==> config.mk <==
export PLATFORM = sky130hd
export DESIGN_NAME = decode_stage_flat
export DESIGN_NICKNAME = d
export VERILOG_FILES = /design/src/rtl/decode_pkg.sv /design/src/rtl/decode_stage_if.sv /design/src/rtl/decode_comb.sv /design/src/rtl/decode_stage.sv /design/src/flat_wrapper.sv
export SDC_FILE = /design/constraint.sdc
export NUM_CORES = 1
export LEC_CHECK = 0
export ABC_AREA = 1
export ABC_CLOCK_PERIOD_IN_PS = 1300
export BUFFER_PORTS_ARGS = -buffer_cell sky130_fd_sc_hd__buf_2
export CAP_MARGIN = 25
export CORE_ASPECT_RATIO = 0.5
export CORE_MARGIN = 5
export CORE_UTILIZATION = 58
export DETAILED_ROUTE_END_ITERATION = 6
export PLACE_DENSITY_LB_ADDON = 0.1
export SYNTH_ARGS = -nofsm -noshare
export SYNTH_HDL_FRONTEND = slang
export SYNTH_HIERARCHICAL = 1
export SYNTH_SLANG_ARGS = --single-unit
export TNS_END_PERCENT = 5
==> constraint.sdc <==
create_clock -name clk -period 1.3 [get_ports clk]
set_input_delay 0 -clock clk [delete_from_list [all_inputs] [get_ports clk]]
set_output_delay 0 -clock clk [all_outputs]
set_load 0.03 [all_outputs]
==> src/rtl/decode_pkg.sv <==
// Shared definitions for the RV32 decode stage: base opcodes, the format
// classification enum and the decoded bundle that travels down the pipe.
package decode_pkg;

  // RV32I base opcodes (instr[6:0])
  localparam logic [6:0] OP_R      = 7'b0110011;
  localparam logic [6:0] OP_IMM    = 7'b0010011;
  localparam logic [6:0] OP_LOAD   = 7'b0000011;
  localparam logic [6:0] OP_JALR   = 7'b1100111;
  localparam logic [6:0] OP_STORE  = 7'b0100011;
  localparam logic [6:0] OP_BRANCH = 7'b1100011;
  localparam logic [6:0] OP_LUI    = 7'b0110111;
  localparam logic [6:0] OP_AUIPC  = 7'b0010111;
  localparam logic [6:0] OP_JAL    = 7'b1101111;

  // Widest PC the bundle can carry; narrower PCs are zero-extended into it.
  localparam int PC_MAX_WIDTH = 32;

  typedef enum logic [2:0] {
    FMT_R    = 3'd0,
    FMT_I    = 3'd1,
    FMT_S    = 3'd2,
    FMT_B    = 3'd3,
    FMT_U    = 3'd4,
    FMT_J    = 3'd5,
    FMT_NONE = 3'd7
  } fmt_e;

  typedef struct packed {
    logic [PC_MAX_WIDTH-1:0] pc;
    logic [6:0]              opcode;
    logic [4:0]              rd;
    logic [4:0]              rs1;
    logic [4:0]              rs2;
    logic [2:0]              funct3;
    logic [6:0]              funct7;
    logic [31:0]             imm;
    fmt_e                    fmt;
    logic                    illegal;
  } decoded_t;

  // Sign-extend a 12-bit immediate field to 32 bits.
  function automatic logic [31:0] sext12(input logic [11:0] value);
    return {{20{value[11]}}, value};
  endfunction

endpackage

==> src/rtl/decode_stage_if.sv <==
// Handshake bundle between fetch, the decode stage and its consumer.
// master is the environment side (fetch + consumer), slave is the stage.
interface decode_stage_if #(
  parameter int PC_WIDTH = 32
);
  logic                flush;
  logic                in_valid;
  logic                in_ready;
  logic [31:0]         in_instr;
  logic [PC_WIDTH-1:0] in_pc;
  logic                out_valid;
  logic                out_ready;
  logic [PC_WIDTH-1:0] out_pc;
  logic [6:0]          out_opcode;
  logic [4:0]          out_rd;
  logic [4:0]          out_rs1;
  logic [4:0]          out_rs2;
  logic [2:0]          out_funct3;
  logic [6:0]          out_funct7;
  logic [31:0]         out_imm;
  logic [2:0]          out_fmt;
  logic                out_illegal;

  modport master (
    output flush, in_valid, in_instr, in_pc, out_ready,
    input  in_ready, out_valid, out_pc, out_opcode, out_rd, out_rs1, out_rs2,
           out_funct3, out_funct7, out_imm, out_fmt, out_illegal
  );

  modport slave (
    input  flush, in_valid, in_instr, in_pc, out_ready,
    output in_ready, out_valid, out_pc, out_opcode, out_rd, out_rs1, out_rs2,
           out_funct3, out_funct7, out_imm, out_fmt, out_illegal
  );
endinterface

==> src/rtl/decode_comb.sv <==
// Purely combinational RV32I(+M) field splitter, immediate generator and
// legality checker. Illegal encodings collapse to a zeroed FMT_NONE bundle
// that still carries opcode and PC.
module decode_comb
  import decode_pkg::*;
#(
  parameter int PC_WIDTH = 32,
  parameter bit ENABLE_M = 1'b0
) (
  input  logic [31:0]         instr,
  input  logic [PC_WIDTH-1:0] pc,
  output decoded_t            dec
);

  logic [6:0]  opcode;
  logic [4:0]  rd;
  logic [4:0]  rs1;
  logic [4:0]  rs2;
  logic [2:0]  funct3;
  logic [6:0]  funct7;
  logic [31:0] imm_i;
  logic [31:0] imm_s;
  logic [31:0] imm_b;
  logic [31:0] imm_u;
  logic [31:0] imm_j;
  logic        bad;

  assign opcode = instr[6:0];
  assign rd     = instr[11:7];
  assign funct3 = instr[14:12];
  assign rs1    = instr[19:15];
  assign rs2    = instr[24:20];
  assign funct7 = instr[31:25];

  assign imm_i = sext12(instr[31:20]);
  assign imm_s = sext12({instr[31:25], instr[11:7]});
  assign imm_b = {{19{instr[31]}}, instr[31], instr[7], instr[30:25], instr[11:8], 1'b0};
  assign imm_u = {instr[31:12], 12'b0};
  assign imm_j = {{11{instr[31]}}, instr[31], instr[19:12], instr[20], instr[30:21], 1'b0};

  // Gate fields per opcode, pick the immediate and flag unsupported encodings.
  always_comb begin
    dec        = '0;
    dec.pc     = PC_MAX_WIDTH'(pc);
    dec.opcode = opcode;
    dec.fmt    = FMT_NONE;
    bad        = 1'b0;
    case (opcode)
      OP_R: begin
        dec.fmt    = FMT_R;
        dec.rd     = rd;
        dec.rs1    = rs1;
        dec.rs2    = rs2;
        dec.funct3 = funct3;
        dec.funct7 = funct7;
        bad = !((funct7 == 7'b0000000) ||
                (funct7 == 7'b0100000 && (funct3 == 3'b000 || funct3 == 3'b101)) ||
                (ENABLE_M && funct7 == 7'b0000001));
      end
      OP_IMM: begin
        dec.fmt    = FMT_I;
        dec.rd     = rd;
        dec.rs1    = rs1;
        dec.rs2    = rs2;
        dec.funct3 = funct3;
        dec.funct7 = funct7;
        dec.imm    = imm_i;
        if (funct3 == 3'b001)
          bad = (funct7 != 7'b0000000);
        else if (funct3 == 3'b101)
          bad = (funct7 != 7'b0000000) && (funct7 != 7'b0100000);
      end
      OP_LOAD: begin
        dec.fmt    = FMT_I;
        dec.rd     = rd;
        dec.rs1    = rs1;
        dec.funct3 = funct3;
        dec.imm    = imm_i;
        bad = (funct3 == 3'b011) || (funct3 == 3'b110) || (funct3 == 3'b111);
      end
      OP_JALR: begin
        dec.fmt    = FMT_I;
        dec.rd     = rd;
        dec.rs1    = rs1;
        dec.funct3 = funct3;
        dec.imm    = imm_i;
        bad = (funct3 != 3'b000);
      end
      OP_STORE: begin
        dec.fmt    = FMT_S;
        dec.rs1    = rs1;
        dec.rs2    = rs2;
        dec.funct3 = funct3;
        dec.imm    = imm_s;
        bad = (funct3 > 3'b010);
      end
      OP_BRANCH: begin
        dec.fmt    = FMT_B;
        dec.rs1    = rs1;
        dec.rs2    = rs2;
        dec.funct3 = funct3;
        dec.imm    = imm_b;
        bad = (funct3 == 3'b010) || (funct3 == 3'b011);
      end
      OP_LUI, OP_AUIPC: begin
        dec.fmt = FMT_U;
        dec.rd  = rd;
        dec.imm = imm_u;
      end
      OP_JAL: begin
        dec.fmt = FMT_J;
        dec.rd  = rd;
        dec.imm = imm_j;
      end
      default: bad = 1'b1;
    endcase
    if (instr[1:0] != 2'b11)
      bad = 1'b1;
    if (bad) begin
      dec         = '0;
      dec.pc      = PC_MAX_WIDTH'(pc);
      dec.opcode  = opcode;
      dec.fmt     = FMT_NONE;
      dec.illegal = 1'b1;
    end
  end

endmodule

==> src/rtl/decode_stage.sv <==
// Registered, handshaked RV32 decode stage. A main output register plus a
// skid register let in_ready come purely from state (!skid_valid), so the
// upstream never sees a combinational path from out_ready.
module decode_stage
  import decode_pkg::*;
#(
  parameter int PC_WIDTH = 32,
  parameter bit ENABLE_M = 1'b0
) (
  input logic            clk,
  input logic            rst_n,
  decode_stage_if.slave  bus
);

  decoded_t dec;
  decoded_t main_q;
  decoded_t skid_q;
  logic     main_valid;
  logic     skid_valid;
  logic     take_in;
  logic     take_out;

  decode_comb #(
    .PC_WIDTH (PC_WIDTH),
    .ENABLE_M (ENABLE_M)
  ) u_decode_comb (
    .instr (bus.in_instr),
    .pc    (bus.in_pc),
    .dec   (dec)
  );

  // A flush drops whatever is offered this cycle, so it never counts as taken.
  assign take_in  = bus.in_valid && !skid_valid && !bus.flush;
  assign take_out = main_valid && bus.out_ready;

  // Main/skid storage: keeps FIFO order, refills main from skid on consume.
  always_ff @(posedge clk or negedge rst_n) begin
    if (!rst_n) begin
      main_q     <= '0;
      skid_q     <= '0;
      main_valid <= 1'b0;
      skid_valid <= 1'b0;
    end else if (bus.flush) begin
      main_valid <= 1'b0;
      skid_valid <= 1'b0;
    end else if (take_out) begin
      if (skid_valid) begin
        main_q     <= skid_q;
        skid_valid <= 1'b0;
      end else if (take_in) begin
        main_q <= dec;
      end else begin
        main_valid <= 1'b0;
      end
    end else if (take_in) begin
      if (!main_valid) begin
        main_q     <= dec;
        main_valid <= 1'b1;
      end else begin
        skid_q     <= dec;
        skid_valid <= 1'b1;
      end
    end
  end

  assign bus.in_ready    = !skid_valid;
  assign bus.out_valid   = main_valid;
  assign bus.out_pc      = main_q.pc[PC_WIDTH-1:0];
  assign bus.out_opcode  = main_q.opcode;
  assign bus.out_rd      = main_q.rd;
  assign bus.out_rs1     = main_q.rs1;
  assign bus.out_rs2     = main_q.rs2;
  assign bus.out_funct3  = main_q.funct3;
  assign bus.out_funct7  = main_q.funct7;
  assign bus.out_imm     = main_q.imm;
  assign bus.out_fmt     = main_q.fmt;
  assign bus.out_illegal = main_q.illegal;

endmodule

==> src/flat_wrapper.sv <==
// flat-port wrapper written by rule: the top's interface ports become plain ports
module decode_stage_flat import decode_pkg::*;
#(
  parameter int PC_WIDTH = 32,
  parameter bit ENABLE_M = 1'b0
)
  (clk, rst_n, bus_flush, bus_in_valid, bus_in_instr, bus_in_pc, bus_out_ready, bus_in_ready, bus_out_valid, bus_out_pc, bus_out_opcode, bus_out_rd, bus_out_rs1, bus_out_rs2, bus_out_funct3, bus_out_funct7, bus_out_imm, bus_out_fmt, bus_out_illegal);
  decode_stage_if #(.PC_WIDTH(PC_WIDTH)) bus_i ();
  input logic clk;
  input logic rst_n;
  input wire logic [$bits(bus_i.flush)-1:0] bus_flush;
  input wire logic [$bits(bus_i.in_valid)-1:0] bus_in_valid;
  input wire logic [$bits(bus_i.in_instr)-1:0] bus_in_instr;
  input wire logic [$bits(bus_i.in_pc)-1:0] bus_in_pc;
  input wire logic [$bits(bus_i.out_ready)-1:0] bus_out_ready;
  output wire logic [$bits(bus_i.in_ready)-1:0] bus_in_ready;
  output wire logic [$bits(bus_i.out_valid)-1:0] bus_out_valid;
  output wire logic [$bits(bus_i.out_pc)-1:0] bus_out_pc;
  output wire logic [$bits(bus_i.out_opcode)-1:0] bus_out_opcode;
  output wire logic [$bits(bus_i.out_rd)-1:0] bus_out_rd;
  output wire logic [$bits(bus_i.out_rs1)-1:0] bus_out_rs1;
  output wire logic [$bits(bus_i.out_rs2)-1:0] bus_out_rs2;
  output wire logic [$bits(bus_i.out_funct3)-1:0] bus_out_funct3;
  output wire logic [$bits(bus_i.out_funct7)-1:0] bus_out_funct7;
  output wire logic [$bits(bus_i.out_imm)-1:0] bus_out_imm;
  output wire logic [$bits(bus_i.out_fmt)-1:0] bus_out_fmt;
  output wire logic [$bits(bus_i.out_illegal)-1:0] bus_out_illegal;
  assign bus_i.flush = bus_flush;
  assign bus_i.in_valid = bus_in_valid;
  assign bus_i.in_instr = bus_in_instr;
  assign bus_i.in_pc = bus_in_pc;
  assign bus_i.out_ready = bus_out_ready;
  assign bus_in_ready = bus_i.in_ready;
  assign bus_out_valid = bus_i.out_valid;
  assign bus_out_pc = bus_i.out_pc;
  assign bus_out_opcode = bus_i.out_opcode;
  assign bus_out_rd = bus_i.out_rd;
  assign bus_out_rs1 = bus_i.out_rs1;
  assign bus_out_rs2 = bus_i.out_rs2;
  assign bus_out_funct3 = bus_i.out_funct3;
  assign bus_out_funct7 = bus_i.out_funct7;
  assign bus_out_imm = bus_i.out_imm;
  assign bus_out_fmt = bus_i.out_fmt;
  assign bus_out_illegal = bus_i.out_illegal;
  decode_stage #(.PC_WIDTH(PC_WIDTH), .ENABLE_M(ENABLE_M)) u_core (.clk(clk), .rst_n(rst_n), .bus(bus_i));
endmodule
==> qor.csv <==
metric;value;unit
route.met2.wl;18.7;mm
wl;42.2;mm
slew_headroom;0.640;
path_max_fanout;42;
cts.sinks;202;
ant_nets;0;
netlist_top_cells_area;dfrtp_1, nand2_1, nand3_1, nand4_1, buf_2;
highest_layer;met4;
required;1690;ps
synth_top_area_share;0.449;
cts_buffer_depth;3;
skew;10.4;ps
p_sw;5.08;mW
yosysSeqAreaShare;0.449;
power_leakage;8.28;nW
io_pins;171;
cts_tree;yes;
max_freq;0.657;GHz
min_period_over_period;1.17;
avgViaCountPerCell;5.99;
design_area;0.0151;mm^2
place_area;0.0128;mm^2
synth.distinct_cells;25;
core;0.0193;mm^2
powerDensity;1120;mW/mm^2
setup-violations-final;203;
wl_met3;5.18;mm
yosysTopAreaCell;dfrtp_1;
setup_slack;-223;ps
rows;36;
fin_crit;1520;ps
synthCells;1561;
grt_overflow;0;
outcome;finished, violations left;
h-tree-depth;1;
muxShareOfSynthArea;0;
path_class;reg2reg;
wire_per_inst;20.4;um
syn_avg_cell_area;7.21;um^2
worstPathArrival;1920;ps
final_cell_mix;nand2_1, nand3_1, dfrtp_1;
max-cap-violations;0;
failed_checks;DRC, setup timing;
die-area;0.0225;mm^2
finalNetCount;1857;
synth_area;0.0113;mm^2
synth_xor_area_frac;0;
grt_pass1_vias;11490;
ys_ff_latch;202;
dr.pass1.iters;7;
place_ws;-550;ps
worst_setup_path_end_kind;register;
place.gp.congestion;0.928;
final_common_cell;nand2_1;
rsz0062_at_grt;yes;
clk_root_buffer_cell;clkbuf_16;
hp-class;in2reg;
ir_drop;1020;uV
post_synth_fa_ha_maj_area_fraction;0;
fp.dieH;109;um
synth_top_family_by_area;simple AND/OR/NAND/NOR gates;
hold_viol;0;
vias;12389;
grt_max_degree;63;
p_total;16.9;mW
clk_pin_slew_worst_paths;70;ps
layout-drive-gt1-share;0.261;
clkPwrFrac;0.383;
synthToLayoutAreaGrowth;34.2;%
wl_met1;17.1;mm
synth_compound_area_frac;0.00989;
antenna_found_initial;0;
comb_power_share;0.191;
start_kind;register;
yosysWarnings;6;
port_buffers;170;
p_seq_frac;0.427;
grt_use_total;0.333;
cts_buffers;20;
route.detailed.drc;2;
yosys.area_share.simple;0.449;
drtIter0Drc;1755;
slew_violations;0;
start_util;0.584;
die_w;207;um
synth_nets;1630;
p_int;11.8;mW
grt_pass1_wl;61.4;mm
dp_hpwl;23.1;mm
tightest_slew;535;ps
clk_latency;510;ps
switching_share;0.300;
[worst max-delay path, cell delays in order, from the launching register on]
cell,delay (ps)
dfrtp_4,450
inv_1,80
nor2_4,230
buf_6,170
nand2_8,100
buf_12,200
nand2_1,100
nand2_1,60
[power by group through the flow]
| stage | clock, mW | combinational (mW) | sequential [mW] |
|---|---|---|---|
| 4_1_cts | 6.50 | 2.87 | 7.15 |
| 3_3_place_gp | 0 | 2.51 | 7.24 |
| 3_5_place_dp | 0 | 2.56 | 7.26 |
| 5_1_grt | 6.79 | 3.42 | 7.26 |
| 2_1_floorplan | 0 | 1.14 | 7.67 |
| 6_report | 6.47 | 3.23 | 7.21 |
[per-layer routing]
layer / up-vias / global-route usage
li1: 5471 / -
met1: 5842 / 0.479
met2: 926 / 0.529
met3: 150 / 0.0510
met4: 0 / 0.0967
met5: - / 0
[worst paths after layout]
kind / cells after the start / start / end / slack [ps]
worst max-delay path: 7 / u_core/bus.out_valid / u_core/skid_q[15] / -220
worst min-delay path: 6 / bus_in_instr[25] / u_core/skid_q[9] / 30
worst max register to register: 7 / u_core/bus.out_valid / u_core/skid_q[15] / -220
worst min register to register: 2 / u_core/bus.out_imm[3] / u_core/bus.out_imm[3] / 470
max in group asynchronous: 4 / rst_n / u_core/skid_q[16] / 150
min in group asynchronous: 3 / rst_n / u_core/bus.out_rs1[4] / 540
[logic make-up (layout without fill, tap and decap cells)]
kind of cell,count (synthesis),count (layout)
other,0,1
and+or+nand+nor,1143,1146
buffers and inverters,196,434
AOI/OAI and AO/OA,20,20
DFF,202,202
[synth_stat cells (all sizes together)]
master / count
inv: 37
nand3: 224
o21ai: 12
nor2: 107
o31ai: 2
clkbuf: 7
dfrtp: 202
a21oi: 5
a22oi: 1
buf: 152
nand4: 105
nand2: 707
[timing repair]
action | in CTS | in global routing
setup buffers | 7 | 4
pin swaps | 4 | 7
endpoints found under the setup margin | 203 | 203
hold buffers | 55 | 0
gates cloned | 5 | 17
endpoints found under the hold margin | 294 | 0
gates resized for setup | 31 | 81
[area by class of cell]
type | instances | area, um^2
clock inverter | 6 | 86.3
clock buffer | 30 | 649
inverter | 37 | 156
tap | 266 | 333
fill | 1373 | 4170
sequential | 202 | 5060
timing repair buffer | 361 | 3260
antenna | 1 | 2.50
multi-input combinational | 1166 | 5560
[registers in the layout, indices dropped and copies added (netlist names)]
| name | flops |
|---|---|
| u_core/skid_q | 100 |
| u_core/bus.out_imm | 32 |
| u_core/bus.out_pc | 32 |
| u_core/bus.out_funct7 | 7 |
| u_core/bus.out_opcode | 7 |
| u_core/bus.out_rd | 5 |
| u_core/bus.out_rs1 | 5 |
| u_core/bus.out_rs2 | 5 |
| u_core/bus.out_fmt | 3 |
| u_core/bus.out_funct3 | 3 |
| u_core/bus.out_illegal | 1 |
| u_core/bus.out_valid | 1 |
| u_core/skid_valid | 1 |
[metrics by stage]
step                      hold WS, ps   util  std cells  setup TNS [ps]
after floorplan                  -296      -       1561           -2800
after global placement          -70.1  0.665       1944          -50700
after detailed placement        -67.3  0.665       1944          -57260
after CTS                        9.26  0.749       2047          -18570
after global routing             40.6  0.784       2068          -40220
final                            26.8  0.784       2069          -33790
Power figures use the tool's default switching activity.
